[config.mk]
export PLATFORM = sky130hd
export DESIGN_NAME = fetch_ctrl
export DESIGN_NICKNAME = d
export VERILOG_FILES = /design/src/rtl/fetch_ctrl.sv
export SDC_FILE = /design/constraint.sdc
export NUM_CORES = 1
export LEC_CHECK = 0
export BUFFER_PORTS_ARGS = -buffer_cell sky130_fd_sc_hd__buf_2
export CAP_MARGIN = 20
export CORE_MARGIN = 2
export CORE_UTILIZATION = 54
export DETAILED_ROUTE_END_ITERATION = 16
export GPL_TIMING_DRIVEN = 0
export PLACE_DENSITY_LB_ADDON = 0.12
export SETUP_SLACK_MARGIN = 0.15
export SLEW_MARGIN = 15
export SYNTH_ARGS = -nofsm -noshare
export SYNTH_HDL_FRONTEND = slang
export SYNTH_SLANG_ARGS = --single-unit
[constraint.sdc]
create_clock -name clk -period 3.6 [get_ports clk]
set_clock_uncertainty 0.05 [all_clocks]
set_input_delay 0.18 -clock clk [delete_from_list [all_inputs] [get_ports clk]]
set_output_delay 0.18 -clock clk [all_outputs]
set_load 0.1 [all_outputs]
[src/rtl/fetch_ctrl.sv]
// Instruction-fetch sequencer: owns the PC, fetches one instruction at a time,
// hands it to decode and advances the PC on commit. Faults are sticky until reset.
module fetch_ctrl #(
    parameter int              XLEN     = 32,
    parameter logic [XLEN-1:0] RESET_PC = '0
) (
    input  logic            clk,
    input  logic            rstn,
    output logic [XLEN-1:0] pc,
    input  logic [XLEN-1:0] pc_next,
    input  logic            commit,
    output logic            imem_req_valid,
    input  logic            imem_req_ready,
    output logic [XLEN-1:0] imem_addr,
    input  logic            imem_rsp_valid,
    input  logic [31:0]     imem_rsp_data,
    input  logic            imem_rsp_err,
    output logic            inst_valid,
    input  logic            inst_ready,
    output logic [31:0]     inst,
    output logic [XLEN-1:0] inst_pc,
    output logic            fault,
    output logic            fault_misalign,
    output logic [XLEN-1:0] fault_addr,
    output logic [63:0]     instret
);

    typedef enum logic [2:0] {
        BOOT  = 3'd0,
        REQ   = 3'd1,
        WAIT  = 3'd2,
        ISSUE = 3'd3,
        EXEC  = 3'd4,
        FAULT = 3'd5
    } state_t;

    state_t state;
    state_t next_state;

    logic rsp_taken;
    logic commit_taken;
    logic target_aligned;

    assign rsp_taken      = (state == WAIT) && imem_rsp_valid;
    assign commit_taken   = (state == EXEC) && commit;
    assign target_aligned = (pc_next[1:0] == 2'b00);
    assign imem_addr      = pc;

    always_ff @(posedge clk or negedge rstn) begin
        if (!rstn) begin
            state <= BOOT;
        end else begin
            state <= next_state;
        end
    end

    // Handshake outputs are pure state decodes, so no input reaches an output combinationally.
    always_comb begin
        next_state     = state;
        imem_req_valid = 1'b0;
        inst_valid     = 1'b0;
        case (state)
            BOOT: begin
                next_state = REQ;
            end
            REQ: begin
                imem_req_valid = 1'b1;
                if (imem_req_ready) begin
                    next_state = WAIT;
                end
            end
            WAIT: begin
                if (imem_rsp_valid) begin
                    next_state = imem_rsp_err ? FAULT : ISSUE;
                end
            end
            ISSUE: begin
                inst_valid = 1'b1;
                if (inst_ready) begin
                    next_state = EXEC;
                end
            end
            EXEC: begin
                if (commit) begin
                    next_state = target_aligned ? REQ : FAULT;
                end
            end
            FAULT: begin
                next_state = FAULT;
            end
            default: begin
                next_state = BOOT;
            end
        endcase
    end

    always_ff @(posedge clk or negedge rstn) begin
        if (!rstn) begin
            pc             <= RESET_PC;
            inst           <= '0;
            inst_pc        <= '0;
            fault          <= 1'b0;
            fault_misalign <= 1'b0;
            fault_addr     <= '0;
            instret        <= '0;
        end else begin
            if (rsp_taken) begin
                if (imem_rsp_err) begin
                    fault          <= 1'b1;
                    fault_misalign <= 1'b0;
                    fault_addr     <= pc;
                end else begin
                    inst    <= imem_rsp_data;
                    inst_pc <= pc;
                end
            end
            // A misaligned target still retires the instruction, but the PC is left alone.
            if (commit_taken) begin
                instret <= instret + 64'd1;
                if (target_aligned) begin
                    pc <= pc_next;
                end else begin
                    fault          <= 1'b1;
                    fault_misalign <= 1'b1;
                    fault_addr     <= pc_next;
                end
            end
        end
    end

endmodule

# Yosys cells after proc, flatten, opt, wreduce, memory -nomap -nowiden
# Index checks and enable logic that the tools add are counted.
[totals]
ff_bits = 197
in_bits = 71
output_inout_bits = 228
elab_cells = 47
[classes]
addsub = 1
eq_ne = 9
muxes = 21
bitwise = 1
reduce_logical = 7
[ops]
columns = ["operator", "n"]
rows = [
  ["2-to-1 mux 32 bit", 4],
  ["adder 64 x 1 -> 64 bit, second input constant", 1],
  ["2-to-1 mux 3 bit", 6],
  ["case mux 3 bit (6 select lines)", 1],
  ["2-to-1 mux 1 bit", 10],
  ["inequality test 2 bit, second input constant", 4],
  ["equality test 3 x 2 -> 1 bit, second input constant", 2],
  ["equality test 3 bit, second input constant", 2],
  ["AND reduction 2 bit", 2],
  ["AND reduction 4 bit", 1],
  ["equality test 3 x 1 -> 1 bit, second input constant", 1],
  ["zero test 3 bit", 1],
  ["logical AND 1 bit", 2],
  ["zero test 2 bit", 1],
  ["NOT 1 bit", 1],
]

# Longest topological paths before layout
[logic_depth]
depth_word = 5
ltp_mapped = 7
ltp_nobuf = 6

# Worst setup path before layout
# Ideal clock, no wire load.
[synth_path]
kind = "register to register"
start = "register instret[33]"
end = "register instret[38]"
setup_time_ns = 0.159
arrival_time_ns = 2.430
required_time_ns = 3.391
setup_slack_ns = 0.961
stages_incl_launch_ff = 7
n_path_buf = 1
synth_period_minus_slack_ns = 2.639
path_cell_list = "dfrtp_1 > nand2_1 > nor4_4 > and4_1 > buf_2 > nand4_1 > xnor2_1"
[synth_between]
elab_chain_len = 1
[synth_lines]
columns = ["item", "line_no", "rtl"]
rows = [
  ["start: declaration", "25", "output logic [63:0] instret"],
  ["start signal: assignment", "119", "instret <= instret + 64'd1;"],
  ["adder 64 x 1 -> 64 bit", "119", ""],
]
# Every way passes these cells.
# A chain may end at the register's enable or synchronous reset.

# Worst setup path after layout
[layout_path]
start = "register state[1]"
end = "register inst_pc[9]"
[layout_between]
elab_chain_len = 3
[layout_lines]
columns = ["item", "line_no", "rtl"]
rows = [
  ["start: declaration", "37", "state_t state;"],
  ["start signal: assignment", "53", "state <= next_state;"],
  ["equality test 3 x 2 -> 1 bit", "44", "assign rsp_taken = (state == WAIT) && imem_rsp_valid;"],
  ["logical AND 1 bit", "44", ""],
  ["AND reduction 2 bit (no line)", "n/a", ""],
  ["end signal: assignment", "114", "inst_pc <= pc;"],
  ["end: declaration", "21", "output logic [XLEN-1:0] inst_pc,"],
]
# Every way passes these cells.

==> flow_metrics.env <==
export IMPL_syn_inst=684
export IMPL_dr_wl_met2_um=10700
export IMPL_status="complete, no violations"
export IMPL_multiInputGateArea_um2=3260
export IMPL_crit_family="simple AND/OR/NAND/NOR gates"
export IMPL_maxSlewHeadroom_pct=60.1
export IMPL_drt_initial_drc_count=279
export IMPL_portBuffers=298
export IMPL_antenna_found_initial=1
export IMPL_final_nets=1140
export IMPL_dr_wl_met3_um=1370
export IMPL_core_um2=15700
export IMPL_setup_viol=0
export IMPL_final_cell_mix="buf_2 (313), dfrtp_1 (197), mux2_2 (93)"
export IMPL_regArea_um2=4930
export IMPL_rsz0062_at_grt="no"
export IMPL_syn_nets=756
export IMPL_clk_latency_ns=0.42
export IMPL_cp_cell_sequence="buf_2 > nor2b_1 > nand2_1 > nor2_2 > buf_2 > mux2_2"
export IMPL_area_delta_synth_final_pct=35.5
export IMPL_overflow=0
export IMPL_cts_max_level=4
export IMPL_layout_commonest_cell="buf_2"
export IMPL_die_width_um=130
export IMPL_ys_seq_area_share_pct=57.4
export IMPL_synth_edf_count=0
export IMPL_ys_ff_latch=197
export IMPL_root_buffer="clkbuf_16"
export IMPL_ant_nets=0
export IMPL_cts_buffers=17
export IMPL_drt_met1_wl_um=8810
export IMPL_hp_class="primary input to register"
export IMPL_synthArstFlopShare_pct=100
export IMPL_worstPathMaxFanout=10
export IMPL_synth_top_area_share_pct=57.4
export IMPL_cp_num_buf_inv=2
export IMPL_arrival_ns=2.50
export IMPL_drc=0
export IMPL_hpwl_um=15100
export IMPL_finalWeightedCongestion=0.783
export IMPL_firstDrtPassIters=5
export IMPL_cts_resized=0
export IMPL_grt_pass1_wl_um=33200
export IMPL_grt_use_total_pct=25.2
export IMPL_grt_max_degree=85
export IMPL_critical_path_most_common_cell="buf_2"
export IMPL_finalHoldViolCount=0
export IMPL_route_vias_total=6587
export IMPL_synthFlopType="dfrtp_1"
export IMPL_cts_sinks=197
export IMPL_cpMaxStageDelayCell="nor2_2"
export IMPL_rows=46
export IMPL_timing_hold_ws_ns=0.0658
export IMPL_ys_types=46
export IMPL_worstSetupPathType="register to register"
export IMPL_start_util_pct=54.6
export IMPL_routed_wl_um=21300
export IMPL_die_area_um2=16900
export IMPL_via_per_inst=5.07
export IMPL_n_fill_cell=1128
export IMPL_rrSetupSlack_ns=1.36
export IMPL_synth_warnings=0
export IMPL_synth_area_um2=8580
export IMPL_clockBufferDepth=2
export IMPL_ioPinCount=299
export IMPL_avgSynthCellArea_um2=12.5
export IMPL_slew_violations=0
export IMPL_end_kind="register"
export IMPL_layout_min_cycle_time_ns=2.24
export IMPL_synthTopCellsByArea="dfrtp_1 (57%), mux2_2 (12%), xnor2_1 (3.8%)"
export IMPL_clk_pin_slew_ns=0.07
export IMPL_fin_crit_sh_pct=62.4
export IMPL_critPathLaunchType="register"
export IMPL_wl_per_cell_um=16.4
export IMPL_tritoncts="yes"
export IMPL_maxCapViolCount=0
export IMPL_top_layer="met4"
export IMPL_grt_pass1_vias=6519
export IMPL_drive_above_1_share_pct=46.0
export IMPL_die_height_um=130
export IMPL_synth_area_leader_cell="dfrtp_1"
export IMPL_worstMarginPinSlew_ns=0.593
export IMPL_max_freq_mhz=446
export IMPL_worstPathRequired_ns=3.86
export IMPL_max_stage_delay_ns=0.42
[cell families (layout without fill, tap and decap cells)]
| group | after synthesis | count (layout) | share of synthesized area, % |
|---|---|---|---|
| other | 0 | 1 | 0 |
| buffers and inverters | 67 | 464 | 4.61 |
| adders and majority gates | 1 | 1 | 0.146 |
| AOI/OAI and AO/OA | 46 | 46 | 2.89 |
| muxes | 126 | 126 | 16.1 |
| xor gates and xnor gates | 63 | 63 | 6.43 |
| DFF | 197 | 197 | 57.4 |
| and+or+nand+nor | 184 | 184 | 12.4 |
[synth_stat cells, types with 3 or more instances]
cell type,instances
nor3_2,4
nand4_1,16
and2_1,3
mux2_2,93
dfrtp_1,197
mux2i_1,32
and4_1,4
nor2_1,51
buf_4,33
clkbuf_1,10
nor4_2,5
buf_2,16
xor2_1,26
nor4_1,3
nor3_1,10
inv_1,8
nor2b_1,4
nand4_2,3
a21oi_1,37
xnor2_1,37
nand3_1,22
and3_1,4
nand2_1,35
[registers in the layout (all words and copies together), names as in the netlist]
register and cells:
instret 64, fault_addr 32, imem_addr 32, inst 32
inst_pc 32, state 3, fault 1, fault_misalign 1
[area by class of cell]
class | count | share of cell area, %
Sequential cell | 197 | 42.4
Multi-Input combinational cell | 420 | 28.0
Timing Repair Buffer | 365 | 19.0
Clock buffer | 20 | 3.84
Buffer | 59 | 3.14
Tap cell | 216 | 2.32
Clock inverter | 12 | 1.03
Inverter | 8 | 0.258
Antenna cell | 1 | 0.0215
[repair_timing]
| action | in CTS | in global routing |
|---|---|---|
| buffers inserted | 0 | 0 |
| hold buffers | 65 | 0 |
| endpoints found under the setup margin | 0 | 0 |
| hold endpoints to repair | 210 | 0 |
[stage by stage]
| stage | setup TNS (ns) | area (µm²) | util (%) | worst slack, ns | cells |
|---|---|---|---|---|---|
| detailed placement | 0 | 10400 | 66.2 | 1.34 | 1200 |
| floorplan | 0 | 8580 | - | 0.961 | 684 |
| CTS | 0 | 11600 | 74.0 | 1.33 | 1297 |
| global route | 0 | 11600 | 74.0 | 1.14 | 1298 |
| finish | 0 | 11600 | 74.0 | 1.36 | 1298 |
| global placement | -187.72 | 10300 | 65.8 | -0.969 | 1198 |
[final timing paths]
path,start,end,cells after the start
setup / recovery,state[1]$_DFFE_PN0P_,inst_pc[9]$_DFFE_PN0P_,6
max in group asynchronous,rstn,imem_addr[4]$_DFFE_PN0P_,4
min in group asynchronous,rstn,inst[11]$_DFFE_PN0P_,2
hold / removal,commit,state[2]$_DFFE_PN0P_,3
hold reg to reg,fault$_DFF_PN0_,fault$_DFF_PN0_,1
setup reg to reg,state[1]$_DFFE_PN0P_,inst_pc[9]$_DFFE_PN0P_,6
[tightest hold or removal path, delay by kind of cell]
kind                   cells  cell delay [ns]
AOI/OAI and AO/OA          1             0.07
buffers and inverters      1             0.12
and+or+nand+nor            1             0.13
[metal layers]
layer / vias up / global-route usage, %
met2: 218 / 43.1
met1: 3208 / 31.4
met4: 0 / 9.36
met5: - / 0
met3: 40 / 6.03
li1: 3121 / -
Power is not shown: default switching activity piles up to over one toggle a cycle in this logic, so the estimate is an artifact.
